<file path="config.mk">
export PLATFORM = sky130hd
export DESIGN_NAME = result_collector
export DESIGN_NICKNAME = d
export VERILOG_FILES = /design/src/rtl/result_collector.sv
export SDC_FILE = /design/constraint.sdc
export NUM_CORES = 1
export LEC_CHECK = 0
export BUFFER_PORTS_ARGS = -buffer_cell sky130_fd_sc_hd__buf_2
export CAP_MARGIN = 40
export CELL_PAD_IN_SITES_DETAIL_PLACEMENT = 1
export CELL_PAD_IN_SITES_GLOBAL_PLACEMENT = 2
export CORE_ASPECT_RATIO = 0.75
export CORE_MARGIN = 2
export CORE_UTILIZATION = 51
export DETAILED_ROUTE_END_ITERATION = 16
export GPL_TIMING_DRIVEN = 0
export PLACE_DENSITY = 0.84
export REMOVE_ABC_BUFFERS = 1
export SLEW_MARGIN = 30
export SYNTH_ARGS = -nofsm -noshare
export SYNTH_HDL_FRONTEND = slang
export SYNTH_SLANG_ARGS = --single-unit
</file>
<file path="constraint.sdc">
create_clock -name clk -period 6.4 [get_ports clk]
set_input_delay 0.64 -clock clk [delete_from_list [all_inputs] [get_ports clk]]
set_output_delay 0.64 -clock clk [all_outputs]
set_load 0.005 [all_outputs]
</file>
<file path="src/rtl/result_collector.sv">
// Ping-pong result collector: gathers M results per vector into one of two banks
// and streams each completed bank downstream, optionally applying ReLU on capture.
module result_collector #(
  parameter int M    = 8,
  parameter int T    = 12,
  parameter bit RELU = 1'b1
) (
  input  logic         clk,
  input  logic         reset,
  input  logic [T-1:0] in_data,
  input  logic         in_valid,
  output logic         in_ready,
  output logic [T-1:0] out_data,
  output logic         out_valid,
  input  logic         out_ready,
  output logic         out_last
);

  localparam int CW = (M > 1) ? $clog2(M) : 1;
  localparam logic [CW-1:0] LAST_IDX = CW'(M - 1);

  logic [T-1:0]  mem [2][M];
  logic [1:0]    full;
  logic          wr_bank;
  logic          rd_bank;
  logic [CW-1:0] wr_cnt;
  logic [CW-1:0] rd_cnt;
  logic          in_fire;
  logic          out_fire;
  logic [T-1:0]  store_data;

  assign in_ready  = ~full[wr_bank];
  assign out_valid = full[rd_bank];
  assign out_data  = mem[rd_bank][rd_cnt];
  assign out_last  = out_valid && (rd_cnt == LAST_IDX);
  assign in_fire   = in_valid && in_ready;
  assign out_fire  = out_valid && out_ready;

  always_comb begin
    store_data = in_data;
    if (RELU && in_data[T-1]) begin
      store_data = '0;
    end
  end

  // Bank storage carries no reset; stale contents are unreachable once flags clear.
  always_ff @(posedge clk) begin
    if (reset && in_fire) begin
      mem[wr_bank][wr_cnt] <= store_data;
    end
  end

  // A write can only target an empty bank and a read only a full one, so the
  // set and clear below always hit different bits of full.
  always_ff @(posedge clk) begin
    if (!reset) begin
      full    <= '0;
      wr_bank <= 1'b0;
      rd_bank <= 1'b0;
      wr_cnt  <= '0;
      rd_cnt  <= '0;
    end else begin
      if (in_fire) begin
        if (wr_cnt == LAST_IDX) begin
          full[wr_bank] <= 1'b1;
          wr_bank       <= ~wr_bank;
          wr_cnt        <= '0;
        end else begin
          wr_cnt <= wr_cnt + 1'b1;
        end
      end
      if (out_fire) begin
        if (rd_cnt == LAST_IDX) begin
          full[rd_bank] <= 1'b0;
          rd_bank       <= ~rd_bank;
          rd_cnt        <= '0;
        end else begin
          rd_cnt <= rd_cnt + 1'b1;
        end
      end
    end
  end

endmodule

</file>
Word-level counts from Yosys, hierarchy flattened
Memory sizes are Yosys's and may differ from the RTL's. A register that Yosys moved wholly into a read port is not among the register bits.
Cells that the tools add are included.
W data, S select, Z words.

storage, ports and cells
  bits in registers = 10
  bits in latches = 0
  RAM bits = 176
  memory bits (read-only) = 0
  bits of input ports = 16
  output and inout bits = 15
  word-level logic and storage cells = 59
  memories kept = 1

memory list
  memory  depth  bits a word  read ports  clocked after Yosys merged registers in  write ports  line  RTL
  mem     2      88           1           1                                        1            22    logic [T-1:0] mem [2][M];

cells by class
  add/sub/neg operators = 2
  multiply operators = 0
  div/mod/pow operators = 0
  $lt $le $gt $ge = 7
  equal/unequal tests = 2
  shift-type cells = 0
  mux-type cells = 25
  bitwise gates (word level) = 8
  reduce and logical (&&, ||, !) cells = 9

operator list
  cell                   number
  $mux W96               1
  $bmux W12 S3           1
  $demux W12 S3          1
  $mux W12               3
  $mux W11               1
  $mux W2                5
  $mux W1                9
  $ge A4 B4 Y1 const B   2
  $not A3 Y4             2
  $logic_and A1 B1 Y1    7
  $add A3 B1 Y3 const B  2
  $eq A3 B3 Y1 const B   2
  $mux W3                2
  $lt A1 B2 Y1 const B   2
  $lt A4 B1 Y1 const B   1
  $reduce_and A2 Y1      2
  $not A1 Y1             3
  $and A2 B2 Y2          1
  $demux W1 S1           2
  $ge A1 B1 Y1 const B   2
  $not A2 Y2             1
  $or A2 B2 Y2           1

Logic depth before layout (Yosys ltp)
  depth after elaboration = 11
  gate-level depth with buffers = 5
  mapped depth without buffers = 5

Least setup slack after synthesis
Ideal clock, no wire load.

  path type = reg2reg
  start point = register wr_bank
  end point = memory mem[0][44] in the netlist's numbering, enable pin
  setup time = 408 ps
  arrival = 2,199 ps
  required time = 5,992 ps
  path slack = 3,793 ps
  stages on the path, launching flop included = 5
  path buffers = 0
  clock period less this slack = 2,607 ps
  cells stage by stage = dfxtp_1 mux2_4 inv_1 nand4_1 nor4_1

on the way
  cells in the longest elaborated chain, start to end = 7

ends and longest elaborated chain
  what                                         line  RTL
  from (decl)                                  24    logic wr_bank;
  from (signal assigned)                       66    wr_bank <= ~wr_bank;
  $mux W1 (not written as such) (2 in series)  32    assign in_ready = ~full[wr_bank];
  $not A1 Y1                                   32
  via in_ready                                 12    output logic in_ready,
  $logic_and A1 B1 Y1                          36    assign in_fire = in_valid && in_ready;
  $logic_and A1 B1 Y1                          48    if (reset && in_fire) begin
  $mux W1                                      48
  $mux W96 (not written as such)               49    mem[wr_bank][wr_cnt] <= store_data;
  to (decl)                                    22

The timed path passes the listed nets, and every way through them passes these cells. The select of a mux whose other input is x is not followed.

Worst setup path after layout
  start point = register wr_bank
  end point = memory mem[0][46] in the netlist's numbering, enable pin

on the way
  cells in the longest elaborated chain, start to end = 7

ends and longest elaborated chain
  what                                         line
  $mux W1 (not written as such) (2 in series)  32
  $not A1 Y1                                   32
  $logic_and A1 B1 Y1                          36
  $logic_and A1 B1 Y1                          48
  $mux W1                                      48
  $mux W96 (not written as such)               49

Several ways; a longest one is shown, not always the timed one. The select of a mux whose other input is x is not followed.

==> flow_summary.json <==
{
  "status": "complete, no violations",
  "max_cap_violations": 0,
  "place_inst": 576,
  "synth_top_flop_cell": "edfxtp_1",
  "die_area_sq_um": 15400,
  "finalPower_mw": 2.50,
  "setup_tns_ns": 0,
  "fin_cells": 607,
  "fp.dieW_um": 143,
  "drtPass1Iterations": 4,
  "postPlaceCellArea_sq_um": 7940,
  "rsz0062_at_grt": "no",
  "synthMuxAreaShare_pct": 13.8,
  "startpoint": "wr_bank",
  "cp.required_ns": 6.53,
  "yosysWarnings": 0,
  "max_freq_ghz": 0.322,
  "grt_max_degree": 34,
  "most-common-layout-cells": "edfxtp_1 (176), mux4_2 (44), buf_2 (39), a22oi_1 (22), clkbuf_16 (17)",
  "fp-row-count": 37,
  "hold_buffers": 0,
  "post_drt_wl_per_cell_um": 26.8,
  "power_density_nw_per_um2": 293,
  "r2r_cells": 5,
  "dr.first_iter.drc_count": 280,
  "min_path_cells": 2,
  "die_y_um": 108,
  "root_buffer": "clkbuf_16",
  "min_period_ns": 3.11,
  "clk_latency_ns": 0.44,
  "hp-class": "in -> reg",
  "antenna_found_initial": 0,
  "port_buffers": 29,
  "synth_top_family_by_area": "multiplexers",
  "netlist_instances": 366,
  "htreeDepth": 4,
  "cts-buffers-inserted": 17,
  "cts.repair.resized": 0,
  "core_area_sq_um": 13900,
  "cts_tree": "built",
  "synth.distinct_cells": 35,
  "drive_gt1_share_pct": 34.7,
  "tightest_slew_ns": 0.801,
  "postCtsSetupBuffers": 0,
  "cts_num_sinks": 187,
  "syn_to_final_growth_pct": 16.1,
  "crit_path_start_kind": "flop",
  "detail-route-antenna-nets": 0,
  "final_common_cell": "edfxtp_1",
  "num_antenna_cells": 0,
  "grt_pass1_vias": 3971,
  "start_util_pct": 53.0,
  "grt_pass1_wl_um": 24900,
  "synth-async-reset-ratio_pct": 0,
  "globalplace.congestion": 0.744,
  "synth_fa_ha_area_share_pct": 0.680,
  "synth_edf_count": 176,
  "crit_fanout": 13,
  "fin_hold_ws_ns": 0.481,
  "ys_seq_area_share_pct": 74.8,
  "clock_skew_ns": 0.00643,
  "fin_nets": 440,
  "end_kind": "flop",
  "p_leak_nw": 2.75,
  "vias_per_cell": 6.19,
  "period_share_pct": 48.5,
  "arrival_ns": 3.24,
  "ys_ff_latch": 187,
  "clockBufferDepth": 2,
  "synth_area_sq_um": 7360,
  "hpwl_um": 10700,
  "final_area_sq_um": 8540,
  "synthSimpleGateAreaFrac_pct": 4.96,
  "hp-start": "reset",
  "peakVddDrop_mv": 0.258,
  "maxSlewHeadroom_pct": 46.4,
  "timing.final.max_slew_violations": 0,
  "clkTransAtPathRegs_ns": 0.07,
  "grt-ovfl-total": 0,
  "r2r-start": "wr_bank",
  "wl_um": 16300,
  "track_usage_pct": 23.5,
  "drc_errors": 0,
  "synth_compound_area_share_pct": 3.71,
  "vias": 3760,
  "synthXorXnorAreaFrac_pct": 0,
  "setup_viol": 0,
  "syn_avg_cell_area_sq_um": 20.1,
  "finalHoldViolations": 0,
  "crit_type": "reg -> reg",
  "io_pins": 31
}
[critical path, cell delays in order (launching register included)]
cell and delay [ns]:
dfxtp_1 0.83, mux2_4 0.39, inv_1 0.12, nand4_1 0.44, nor4_2 0.69, buf_2 0.32
[path summary, 6_finish.rpt]
check	end	slack (ns)
worst max-delay path	mem[0][46]	3.29
worst min-delay path	wr_bank	0.48
worst max register to register	mem[0][46]	3.29
worst min register to register	wr_cnt[0]	0.55
[cells in the mapped netlist, drive strengths merged, types with 2 or more instances]
master | instances | area, sq um
a21oi | 9 | 45.0
a22oi | 22 | 165
a31oi | 2 | 12.5
buf | 12 | 90.1
clkbuf | 6 | 22.5
dfxtp | 11 | 220
edfxtp | 176 | 5290
ha | 4 | 50.1
inv | 9 | 33.8
mux4 | 44 | 991
nand2 | 13 | 48.8
nand3 | 5 | 25.0
nand4 | 2 | 12.5
nor2 | 2 | 7.51
nor2b | 13 | 81.3
nor3 | 12 | 90.1
nor4 | 4 | 37.5
o21ai | 7 | 35.0
or4 | 4 | 33.8
[state kept, by name, summed over array words and instances (netlist names), named ones only]
register  cells
wr_cnt        3
wr_bank       1
rd_bank       1
mem         176
rd_cnt        3
full          2
[layout make-up]
cell class / instances / area, sq um
clock buffer: 17 / 425
timing repair buffer: 53 / 359
multi-input combinational: 152 / 1820
sequential: 187 / 5510
fill: 1165 / 5340
clock inverter: 14 / 179
tap: 175 / 219
inverter: 9 / 33.8
[per-layer routing]
layer / up-vias / share of wire [%] / GRT usage (%)
met4: 0 / 2.3 / 10.0
met2: 109 / 47 / 34.6
met5: - / 0 / 0
met3: 25 / 5.1 / 5.18
met1: 1997 / 45 / 34.4
li1: 1629 / - / -
[power by group]
part / internal (mW) / switching (mW) / total [mW]
Clock: 0.646 / 0.446 / 1.09
Sequential: 1.34 / 0.00397 / 1.35
Combinational: 0.0208 / 0.0416 / 0.0624
[metrics by stage]
stage,setup slack [ns],utilization (%)
3_5_place_dp,3.31,57.2
4_1_cts,3.23,61.5
6_report,3.29,61.5
2_1_floorplan,2.93,-
3_3_place_gp,1.76,54.8
5_1_grt,3.09,61.5
[logic make-up after synthesis]
family,Yosys count
and+or+nand+nor,59
other,1
muxes,46
adders and majority gates,4
AOI/OAI and AO/OA,42
buffers and inverters,27
DFF,187
Power figures use the tool's default switching activity.
